$ cat src/rtl/multicycle_control.sv
// Main control FSM for the multi-cycle MIPS datapath: sequences fetch/decode/execute/memory/writeback
// and decodes every datapath mux select and write-enable from the current state.
module multicycle_control (
   input  logic       clk,
   input  logic       rst_n,
   input  logic [5:0] opcode,
   input  logic       mem_ready,
   output logic       PCWrite,
   output logic       PCWriteCond,
   output logic       IorD,
   output logic       MemRead,
   output logic       MemWrite,
   output logic       MemtoReg,
   output logic       IRWrite,
   output logic       ALUSrcA,
   output logic       RegWrite,
   output logic       RegDst,
   output logic       ExtOp,
   output logic [1:0] ALUOp,
   output logic [1:0] ALUSrcB,
   output logic [1:0] PCSource,
   output logic       illegal_op,
   output logic [3:0] state
);

   localparam int unsigned OP_W = 6;

   localparam logic [OP_W-1:0] OP_R   = 6'b000000;
   localparam logic [OP_W-1:0] OP_ORI = 6'b001101;
   localparam logic [OP_W-1:0] OP_BEQ = 6'b000100;
   localparam logic [OP_W-1:0] OP_LW  = 6'b100011;
   localparam logic [OP_W-1:0] OP_SW  = 6'b101011;
   localparam logic [OP_W-1:0] OP_J   = 6'b000010;

   typedef enum logic [3:0] {
      INIT      = 4'd0,
      FETCH     = 4'd1,
      DECODE    = 4'd2,
      MEM_ADDR  = 4'd3,
      MEM_READ  = 4'd4,
      MEM_WB    = 4'd5,
      MEM_WRITE = 4'd6,
      R_EXEC    = 4'd7,
      R_WB      = 4'd8,
      ORI_EXEC  = 4'd9,
      ORI_WB    = 4'd10,
      BRANCH    = 4'd11,
      JUMP      = 4'd12,
      TRAP      = 4'd13
   } state_t;

   state_t state_q;
   state_t state_d;

   // State register; reset aborts any instruction in flight.
   always_ff @(posedge clk or negedge rst_n) begin
      if (!rst_n) state_q <= INIT;
      else        state_q <= state_d;
   end

   assign state = state_q;

   // Next-state and Moore output decode; FETCH strobes are additionally gated by mem_ready.
   always_comb begin
      state_d     = state_q;
      PCWrite     = 1'b0;
      PCWriteCond = 1'b0;
      IorD        = 1'b0;
      MemRead     = 1'b0;
      MemWrite    = 1'b0;
      MemtoReg    = 1'b0;
      IRWrite     = 1'b0;
      ALUSrcA     = 1'b0;
      RegWrite    = 1'b0;
      RegDst      = 1'b0;
      ExtOp       = 1'b0;
      ALUOp       = 2'b00;
      ALUSrcB     = 2'b00;
      PCSource    = 2'b00;
      illegal_op  = 1'b0;

      case (state_q)
         INIT: state_d = FETCH;

         FETCH: begin
            MemRead = 1'b1;
            ALUSrcB = 2'b01;
            IRWrite = mem_ready;
            PCWrite = mem_ready;
            if (mem_ready) state_d = DECODE;
         end

         DECODE: begin
            ALUSrcB = 2'b11;
            ExtOp   = 1'b1;
            case (opcode)
               OP_LW, OP_SW: state_d = MEM_ADDR;
               OP_R:         state_d = R_EXEC;
               OP_ORI:       state_d = ORI_EXEC;
               OP_BEQ:       state_d = BRANCH;
               OP_J:         state_d = JUMP;
               default:      state_d = TRAP;
            endcase
         end

         MEM_ADDR: begin
            ALUSrcA = 1'b1;
            ALUSrcB = 2'b10;
            ExtOp   = 1'b1;
            state_d = (opcode == OP_SW) ? MEM_WRITE : MEM_READ;
         end

         MEM_READ: begin
            MemRead = 1'b1;
            IorD    = 1'b1;
            if (mem_ready) state_d = MEM_WB;
         end

         MEM_WB: begin
            RegWrite = 1'b1;
            MemtoReg = 1'b1;
            state_d  = FETCH;
         end

         MEM_WRITE: begin
            MemWrite = 1'b1;
            IorD     = 1'b1;
            if (mem_ready) state_d = FETCH;
         end

         R_EXEC: begin
            ALUSrcA = 1'b1;
            ALUOp   = 2'b10;
            state_d = R_WB;
         end

         R_WB: begin
            RegWrite = 1'b1;
            RegDst   = 1'b1;
            state_d  = FETCH;
         end

         ORI_EXEC: begin
            ALUSrcA = 1'b1;
            ALUSrcB = 2'b10;
            ALUOp   = 2'b01;
            state_d = ORI_WB;
         end

         ORI_WB: begin
            RegWrite = 1'b1;
            state_d  = FETCH;
         end

         BRANCH: begin
            ALUSrcA     = 1'b1;
            ALUOp       = 2'b01;
            PCWriteCond = 1'b1;
            PCSource    = 2'b01;
            state_d     = FETCH;
         end

         JUMP: begin
            PCWrite  = 1'b1;
            PCSource = 2'b10;
            state_d  = FETCH;
         end

         TRAP: begin
            illegal_op = 1'b1;
            state_d    = FETCH;
         end

         // Unused codes behave as INIT and recover through it.
         default: state_d = INIT;
      endcase
   end

endmodule
$ cat config.mk
export PLATFORM = sky130hd
export DESIGN_NAME = multicycle_control
export DESIGN_NICKNAME = d
export VERILOG_FILES = /design/src/rtl/multicycle_control.sv
export SDC_FILE = /design/constraint.sdc
export NUM_CORES = 1
export LEC_CHECK = 0
export BUFFER_PORTS_ARGS = -buffer_cell sky130_fd_sc_hd__buf_4
export CORE_MARGIN = 2
export CORE_UTILIZATION = 35
export DETAILED_ROUTE_END_ITERATION = 10
export PLACE_DENSITY_LB_ADDON = 0.15
export SLEW_MARGIN = 25
export SYNTH_ARGS = -nofsm -noshare
export SYNTH_HDL_FRONTEND = slang
export SYNTH_SLANG_ARGS = --single-unit
$ cat constraint.sdc
create_clock -name clk -period 1.35 [get_ports clk]
set_clock_uncertainty 0.05 [all_clocks]
set_input_delay 0.27 -clock clk [delete_from_list [all_inputs] [get_ports clk]]
set_output_delay 0.27 -clock clk [all_outputs]
set_load 0.05 [all_outputs]
==> results of run 1 <==
==> through the flow <==
stage	setup TNS [ns]	worst slack (ns)	std cells	hold slack [ns]	cell area [um^2]
floorplan	-8.62	-0.725	73	-0.0756	743
global placement	-1.46	-0.144	134	0.0158	1080
detailed placement	-1.71	-0.162	134	0.0161	1080
==> cells by family after synthesis <==
kind of cell | after synthesis | synth area share
xor gates and xnor gates | 2 | 0.0338
AOI/OAI and AO/OA | 19 | 0.225
DFF | 4 | 0.193
buffers and inverters | 8 | 0.0725
and+or+nand+nor | 40 | 0.476
==> impl_metrics.json, run 1 <==
{
  "status": "stopped before the end",
  "failing_step": "4_1_cts",
  "run.stop_error": "[ERROR DPL-0033] detailed placement checks failed during check placement.",
  "cts_root_buf": "clkbuf_4",
  "synth_warnings": 0,
  "synth.area.top_cells": "dfrtp_1, nor2_1, nand2b_1, nor4bb_1, o21ai_0",
  "yosysTopAreaCellShare": 0.193,
  "synthTopCellsByCount": "nor2_1, o21ai_0, a21oi_1, nand2_1, nand2b_1",
  "async_flop_share": 1.00,
  "syn_inst": 73,
  "syn_nets": 82,
  "hpwl_mm": 1.54,
  "die_w_um": 42.5,
  "synth_edf_count": 0,
  "post-cts-setup-buffers": 8,
  "clkSinkCount": 4,
  "synth_area_um2": 518,
  "cts.path.max_buffers": 2,
  "gp_congestion": 0.816,
  "htreeDepth": 1,
  "ys_seq_area_frac": 0.193,
  "ys_seq_elements": 4,
  "syn_avg_cell_area_um2": 7.10,
  "io_pins": 31,
  "port_buffers": 30,
  "post_cts_resized": 32,
  "start_util": 0.388,
  "dieHeight_um": 42.5,
  "ys_types": 32,
  "cts_buffers": 3,
  "cts_hold_buf": 1,
  "synth_most_common_cell": "nor2_1",
  "placementRows": 13,
  "ys.flop_type": "dfrtp_1",
  "synth_largest_area_cell": "dfrtp_1"
}
==> inputs of run 2 (changes only) <==
CORE_AREA = 2 2 63 65   (was unset)
CORE_MARGIN = unset   (was 2)
CORE_UTILIZATION = unset   (was 35)
DIE_AREA = 0 0 65 67   (was unset)
clock period = 1.8 ns   (was 1.35 ns; I/O delays follow)
==> run 2 against run 1 <==
The flow now finishes, with violations (setup timing). Synthesized cell count is the same. Synthesized area unchanged.
==> impl_metrics.json, run 2 <==
{
  "p_total_mw": 2.63,
  "syn_avg_cell_area_um2": 7.10,
  "critPathKind": "flip-flop to output port",
  "power_density_nw_per_um2": 2190,
  "area_delta_synth_final_pct": 132,
  "synth_most_common_cell": "nor2_1",
  "cellLeakagePower_nw": 0.524,
  "core_um2": 3610,
  "finalCritPeriodShare": 1.02,
  "ir_drop_uv": 549,
  "start_kind": "flip-flop",
  "synth_warnings": 0,
  "gp_congestion": 0.681,
  "rsz0062_at_grt": "yes",
  "start_util": 0.144,
  "fmax_mhz": 543,
  "cp_slowest_cell": "dfrtp_4",
  "maxCapViolCount": 0,
  "die_w_um": 65,
  "drive_above_1_share": 0.669,
  "hpwl_mm": 1.46,
  "hp-class": "input pin to asynchronous set/reset pin",
  "violations": "setup timing",
  "async_flop_share": 1.00,
  "fill_cells": 382,
  "first_iter_violations": 8,
  "max_stage_delay_ns": 0.50,
  "ys_seq_area_frac": 0.193,
  "clkSinkCount": 4,
  "synthTopCellsByCount": "nor2_1, o21ai_0, a21oi_1, nand2_1, nand2b_1",
  "final_cell_mix": "buf_4, o21ai_0, buf_6",
  "cp.arrival_ns": 1.43,
  "hold_violations": 0,
  "ant_nets": 0,
  "yosysTopAreaCellShare": 0.193,
  "syn_inst": 73,
  "cts_root_buf": "clkbuf_8",
  "grt_overflow_total": 0,
  "diodes": 0,
  "ys_types": 32,
  "status": "finished with violations",
  "ys_seq_elements": 4,
  "grt_pass1_vias": 689,
  "synth_largest_area_cell": "dfrtp_1",
  "fin_nets": 132,
  "holdWs_ns": 0.427,
  "grt_max_degree": 15,
  "critPathRequiredTime_ns": 1.39,
  "drtPass1Iterations": 4,
  "crit_family": "flip-flops",
  "path_cells": "buf_6 -> nor4bb_4 -> or2_4 -> buf_8",
  "r2r_start": "state[2]",
  "vias_per_cell": 4.22,
  "setup_violations": 3,
  "setup_ws_ns": -0.0420,
  "dieHeight_um": 67,
  "drc": 0,
  "tightest_slew_ns": 0.312,
  "cts_buffers": 3,
  "vias": 713,
  "relSlewSlack": 0.789,
  "clk_pin_slew_ns": 0.03,
  "wl_per_cell_um": 11.6,
  "wl_mm": 1.96,
  "grt_pass1_wl_mm": 3.09,
  "reg2reg_slack_ns": 0.20,
  "largest_reg_flops": 4,
  "grt_usage": 0.0952,
  "placementRows": 22,
  "instances_no_fill": 169,
  "endpoint_kind": "output port",
  "r2r_cells": 5,
  "synth_area_um2": 518,
  "worst-path-buf-inv": 2,
  "fin_crit_ns": 1.84,
  "dieArea_um2": 4360,
  "ys.flop_type": "dfrtp_1",
  "fin_util": 0.334,
  "synth.area.top_cells": "dfrtp_1, nor2_1, nand2b_1, nor4bb_1, o21ai_0",
  "clock_latency_ns": 0.22,
  "cts_tree": "built",
  "dp.cells": 151,
  "antenna_found_initial": 0,
  "r2r_end": "state[1]",
  "syn_nets": 82,
  "io_pins": 31,
  "synth_edf_count": 0,
  "cts.path.max_buffers": 2,
  "slew_viol_final": 0,
  "port_buffers": 30,
  "crit_path_max_fanout": 3,
  "final_common_cell": "buf_4",
  "htreeDepth": 1
}
[run 2: cell counts after synthesis]
Identical to the previous run, type by type.
[run 2: worst max path at each step]
stage / from / end / slack (ns) / cells past startpoint
after CTS: state[1] / PCWrite / -0.03 / 4
after global routing: state[1] / PCWrite / -0.1 / 4
after detailed placement: state[1] / PCWrite / 0.16 / 4
after floorplan: state[2] / PCWrite / -0.37 / 3
final: state[1] / PCWrite / -0.04 / 4
after global placement: state[1] / state[1] / 0.13 / 5
[run 2: kinds of logic after synthesis]
family / after synthesis / synth area share
compound gates: 19 / 0.225
buf+inv: 8 / 0.0725
flops: 4 / 0.193
xor+xnor: 2 / 0.0338
simple gates: 40 / 0.476
[run 2: report_power, final]
group	switching, mW	leakage [nW]	total [mW]	internal [mW]
Clock	0.0488	0.0216	0.192	0.143
Sequential	0.0864	0.0449	0.230	0.144
Combinational	1.25	0.458	2.21	0.961
Total	1.38	0.524	2.63	1.25
[run 2: cell type report]
cell class,count,area (um^2),area share
multi-input combinational,61,510,0.424
clock buffer,3,41.3,0.0343
sequential,4,108,0.0894
tap,48,60.1,0.0499
inverter,1,3.75,0.00312
timing repair buffer,52,480,0.399
[run 2: worst register-to-register path, delay by kind of cell (launching register included)]
kind / cells / cell delay (ns)
and+or+nand+nor: 1 / 0.33
AOI/OAI and AO/OA: 3 / 0.50
DFF: 1 / 0.48
buffers and inverters: 1 / 0.18
[run 2: per-layer routing]
| metal | global-route usage | wire length [um] | share of wire | up-vias |
|---|---|---|---|---|
| met4 | 0.0479 | 31 | 0.016 | 0 |
| met3 | 0.0203 | 91 | 0.046 | 4 |
| met1 | 0.105 | 832 | 0.42 | 328 |
| li1 | - | - | - | 361 |
| met2 | 0.171 | 1000 | 0.51 | 20 |
| met5 | 0 | 0 | 0 | - |
[run 2: what timing repair did]
item	CTS	global route
pin swaps	2	3
hold buffers	1	0
endpoints found under the setup margin	11	10
gates resized for setup	12	4
buffers inserted	7	7
endpoints found under the hold margin	4	0
[run 2: metrics by stage]
stage | setup WS (ns) | instance area, um^2 | setup TNS [ns]
4_1_cts | -0.0342 | 1110 | -0.0342
2_1_floorplan | -0.365 | 677 | -2.54
6_report | -0.0420 | 1200 | -0.0967
3_3_place_gp | 0.129 | 955 | 0
5_1_grt | -0.0985 | 1200 | -0.330
3_5_place_dp | 0.158 | 955 | 0
Note: power is estimated with default switching activity, not from simulation.
==> inputs of run 3 (changes only) <==
PLACE_DENSITY_LB_ADDON = 0.1   (was 0.15)
==> run 3 against run 2 <==
The run still ends with setup timing left. Sequential power barely moved. Total power down 2.4%. Register-to-register slack worse by 0.05 ns. Routed wire length up 0.31%. Design area shrank 3.1%. Global-route usage decreased by 0.30 points. Combinational power decreased by 3%. Flip-flop and latch count unchanged. Setup slack gained 0.022 ns. Non-clock buffer count decreased by 3. Worst hold slack improved by 0.0013 ns. First-iteration DRC count grew to 4.1 times the previous value. Largest cell class unchanged.
==> impl_metrics.json, run 3 (same netlist as run 2, synthesis figures left out) <==
{
  "finalCritPeriodShare": 1.01,
  "p_clk_frac": 0.073,
  "final_cell_mix": "buf_4, buf_6, o21ai_0",
  "setup_tns_ns": -0.0201,
  "clk_pin_slew_ns": 0.03,
  "cp.arrival_ns": 1.41,
  "grt_pass1_wl_mm": 3.13,
  "drtPass1Iterations": 3,
  "p_switching_mw": 1.38,
  "hp-class": "input pin to asynchronous set/reset pin",
  "critPathCapture": "PCWrite",
  "ant_nets": 0,
  "tightest_slew_ns": 0.317,
  "endpoint_kind": "output port",
  "antenna_found_initial": 0,
  "cp_slowest_cell": "dfrtp_4",
  "vias": 715,
  "r2r_start": "state[2]",
  "path_cells": "buf_6 -> nor4bb_4 -> or2_4 -> buf_8",
  "status": "finished with violations",
  "internal_power_mw": 1.19,
  "grt_max_degree": 10,
  "cellLeakagePower_nw": 0.504,
  "crit_path_max_fanout": 4,
  "dp.cells": 152,
  "fin_crit_ns": 1.82,
  "r2r_end": "state[1]",
  "finalInstanceArea_um2": 1170,
  "cts_buffers": 3,
  "p_seq_frac": 0.089,
  "fmax_mhz": 549,
  "vias_per_cell": 4.31,
  "clkSinkCount": 4,
  "start_kind": "flip-flop",
  "fin_nets": 129,
  "rsz0062_at_grt": "yes",
  "slew_viol_final": 0,
  "port_buffers": 30,
  "hold_violations": 0,
  "die_w_um": 65,
  "htreeDepth": 1,
  "max_stage_delay_ns": 0.48,
  "reg2reg_slack_ns": 0.15,
  "maxCapViolCount": 0,
  "largest_reg_flops": 4,
  "dieArea_um2": 4360,
  "cts.path.max_buffers": 2,
  "wl_per_cell_um": 11.8,
  "critPathKind": "flip-flop to output port",
  "placed_area_um2": 950,
  "holdWs_ns": 0.428,
  "grt_usage": 0.0923,
  "ir_drop_uv": 514,
  "fill_cells": 393,
  "diodes": 0,
  "area_delta_synth_final_pct": 125,
  "grt_overflow_total": 0,
  "critPathRequiredTime_ns": 1.39,
  "setup_ws_ns": -0.0201,
  "violations": "setup timing",
  "fin_util": 0.323,
  "cts_tree": "built",
  "grt_pass1_vias": 671,
  "gp_congestion": 0.713,
  "placementRows": 22,
  "io_pins": 31,
  "wl_mm": 1.97,
  "startpoint": "state[1]",
  "drive_above_1_share": 0.669,
  "r2r_cells": 5,
  "hpwl_mm": 1.53,
  "clock_latency_ns": 0.22,
  "swShare": 0.537,
  "relSlewSlack": 0.785,
  "core_um2": 3610,
  "drc": 0,
  "cts_root_buf": "clkbuf_8",
  "first_iter_violations": 33,
  "start_util": 0.144,
  "instances_no_fill": 166,
  "dieHeight_um": 67,
  "setup_violations": 1,
  "power_density_nw_per_um2": 2200,
  "combPwrFrac": 0.838,
  "final_common_cell": "buf_4"
}
run 3: area by class of cell:
class	instances	area (um^2)	share of cell area
multi-input cells	61	524	0.450
inverters	1	3.75	0.00322
repair buffers	49	429	0.368
well taps	48	60.1	0.0515
clock buffers	3	41.3	0.0354
flip-flops and latches	4	108	0.0923
run 3: critical path, delay by kind of cell, from the launching register on:
family / cells / cell delay [ns]
simple gates: 2 / 0.44
buf+inv: 2 / 0.27
flops: 1 / 0.48
run 3: worst min-delay path by stage:
stage	startpoint	endpoint	slack, ns	cells after the start
floorplan	rst_n	state[0]	0.01	0
global placement	rst_n	state[1]	0.11	1
detailed placement	rst_n	state[1]	0.11	1
CTS	rst_n	state[1]	0.43	2
global route	rst_n	state[0]	0.46	2
finish	rst_n	state[0]	0.43	2
run 3: power by group through the flow:
stage,Combinational [mW],Sequential (mW),Clock (mW)
floorplan,1.28,0.324,0
finish,2.15,0.228,0.188
CTS,2.08,0.222,0.192
detailed placement,1.74,0.292,0
global placement,1.76,0.285,0
global route,2.27,0.240,0.200
run 3: stage by stage:
step,setup WS [ns],power (mW)
2_1_floorplan,-0.365,1.60
5_1_grt,-0.0850,2.71
6_report,-0.0201,2.57
3_5_place_dp,0.108,2.03
4_1_cts,-0.0515,2.50
3_3_place_gp,0.106,2.05
run 3: layer usage:
metal	routed length [um]	GRT usage	vias up
li1	-	-	357
met1	877	0.114	339
met2	1000	0.159	17
met3	66	0.0135	2
met4	19	0.0399	0
met5	0	0	-
run 3: what timing repair did:
item | in CTS | in global routing
pin swaps | 2 | 4
endpoints found under the setup margin | 7 | 15
resized for setup | 9 | 8
hold buffers | 1 | 0
endpoints found under the hold margin | 4 | 0
setup buffers | 9 | 1
==> inputs of run 4 (changes only) <==
TNS_END_PERCENT = 5   (was unset)
==> run 4 against run 3 <==
The flow now finishes without violations. Sequential share of layout area rose by 1.4 points. Clock power is 3% lower. Sequential power is essentially flat. Maximum frequency is 1.4% higher. Routed wire length shrank 3.5%. Combinational power decreased by 19%. Via count down 7.6%. Critical path depth unchanged. Setup slack gained 0.026 ns.
==> impl_metrics.json, run 4 (same netlist as run 2, synthesis figures left out) <==
{
  "gp_congestion": 0.711,
  "wl_per_cell_um": 12.2,
  "fin_nets": 119,
  "regArea_um2": 105,
  "vias_per_cell": 4.24,
  "r2r_start": "state[2]",
  "drive_above_1_share": 0.602,
  "hpwl_mm": 1.57,
  "fmax_mhz": 557,
  "clock_latency_ns": 0.21,
  "hp-class": "input pin to asynchronous set/reset pin",
  "critPathKind": "flip-flop to output port",
  "clkSinkCount": 4,
  "power_density_nw_per_um2": 2170,
  "cts_buffers": 3,
  "cts.path.max_buffers": 2,
  "ant_nets": 0,
  "fin_crit_ns": 1.79,
  "placementRows": 22,
  "r2r_cells": 5,
  "multiInputGateArea_um2": 473,
  "start_util": 0.144,
  "grt_use_met3": 0.0236,
  "cts_tree": "built",
  "rsz0062_at_grt": "yes",
  "finalInstanceArea_um2": 993,
  "first_iter_violations": 6,
  "io_pins": 31,
  "cellLeakagePower_nw": 0.422,
  "start_kind": "flip-flop",
  "core_um2": 3610,
  "wl_mm": 1.90,
  "slew_viol_final": 0,
  "drc": 0,
  "r2r_end": "state[1]",
  "grt_usage": 0.0970,
  "placed_area_um2": 903,
  "endpoint_kind": "output port",
  "diodes": 0,
  "busiest_layer": "met2",
  "vias": 661,
  "antenna_found_initial": 0,
  "reg2reg_slack_ns": 0.23,
  "final_common_cell": "buf_4",
  "final_cell_mix": "buf_4, o21ai_0, nand2_1, nor2_1",
  "critPathRequiredTime_ns": 1.39,
  "drtPass1Iterations": 4,
  "die_w_um": 65,
  "htreeDepth": 1,
  "status": "finished, final reports clean",
  "crit_path_max_fanout": 8,
  "cts_root_buf": "clkbuf_8",
  "relSlewSlack": 0.824,
  "clk_pin_slew_ns": 0.03,
  "area_delta_synth_final_pct": 91.8,
  "p_total_mw": 2.15,
  "met2_usage": 0.156,
  "cp.arrival_ns": 1.38,
  "tightest_slew_ns": 0.263,
  "dieHeight_um": 67,
  "grt_pass1_wl_mm": 3.17,
  "largest_reg_flops": 4,
  "hold_violations": 0,
  "grt_overflow_total": 0,
  "dieArea_um2": 4360,
  "grt_max_degree": 12,
  "port_buffers": 30,
  "ir_drop_uv": 496,
  "maxCapViolCount": 0,
  "met1_usage": 0.117,
  "fill_cells": 410,
  "setup_violations": 0,
  "grt_pass1_vias": 663,
  "finalCritPeriodShare": 0.997
}
run 4: cell count changes in the layout (fill, tap and decap cells not counted), sizes merged:
cell	before	now
buf	48	38
run 4: power breakdown:
group	internal, mW	switching, mW
clock	0.142	0.0398
combinational	0.618	1.12
sequential	0.139	0.0907
total	0.899	1.25
run 4: timing repair:
| item | 4_1_cts | 5_1_grt |
|---|---|---|
| buffers inserted | 2 | 0 |
| resized for setup | 4 | 3 |
| setup endpoints to repair | 4 | 11 |
| endpoints found under the hold margin | 4 | 0 |
| hold buffers | 1 | 0 |
run 4: critical path, stage by stage, from the launching register on:
cell	delay, ns
dfrtp_2	0.43
buf_4	0.20
nand2b_2	0.16
o22ai_2	0.19
buf_6	0.18
run 4: cell type report:
cell class | count | share of cell area
Clock buffer | 3 | 0.0416
Inverter | 1 | 0.00378
Multi-Input combinational cell | 61 | 0.476
Sequential cell | 4 | 0.106
Tap cell | 48 | 0.0605
Timing Repair Buffer | 39 | 0.312
run 4: worst max-delay path by stage:
stage	from	end	slack (ns)	cells past startpoint
after floorplan	state[2]	PCWrite	-0.37	3
after global placement	state[2]	state[1]	0.16	5
after detailed placement	state[2]	state[1]	0.15	5
after CTS	state[3]	MemWrite	-0.01	4
after global routing	state[2]	MemRead	-0.07	4
final	state[3]	RegWrite	0.005	4
run 4: through the flow:
stage               worst slack (ns)  instances  hold slack, ns  setup TNS (ns)   util
finish                       0.00547        156           0.433               0  0.276
global route                 -0.0738        156           0.449          -0.391  0.276
CTS                          -0.0115        156           0.430         -0.0197  0.273
detailed placement             0.146        150           0.112               0  0.251
global placement               0.156        150           0.111               0  0.251
floorplan                     -0.365         73          0.0144           -3.35      -
run 4: metal layers:
metal	vias to the layer above	share of wire
li1	333	-
met3	0	0.061
met5	-	0
met4	0	0
met2	22	0.49
met1	306	0.45
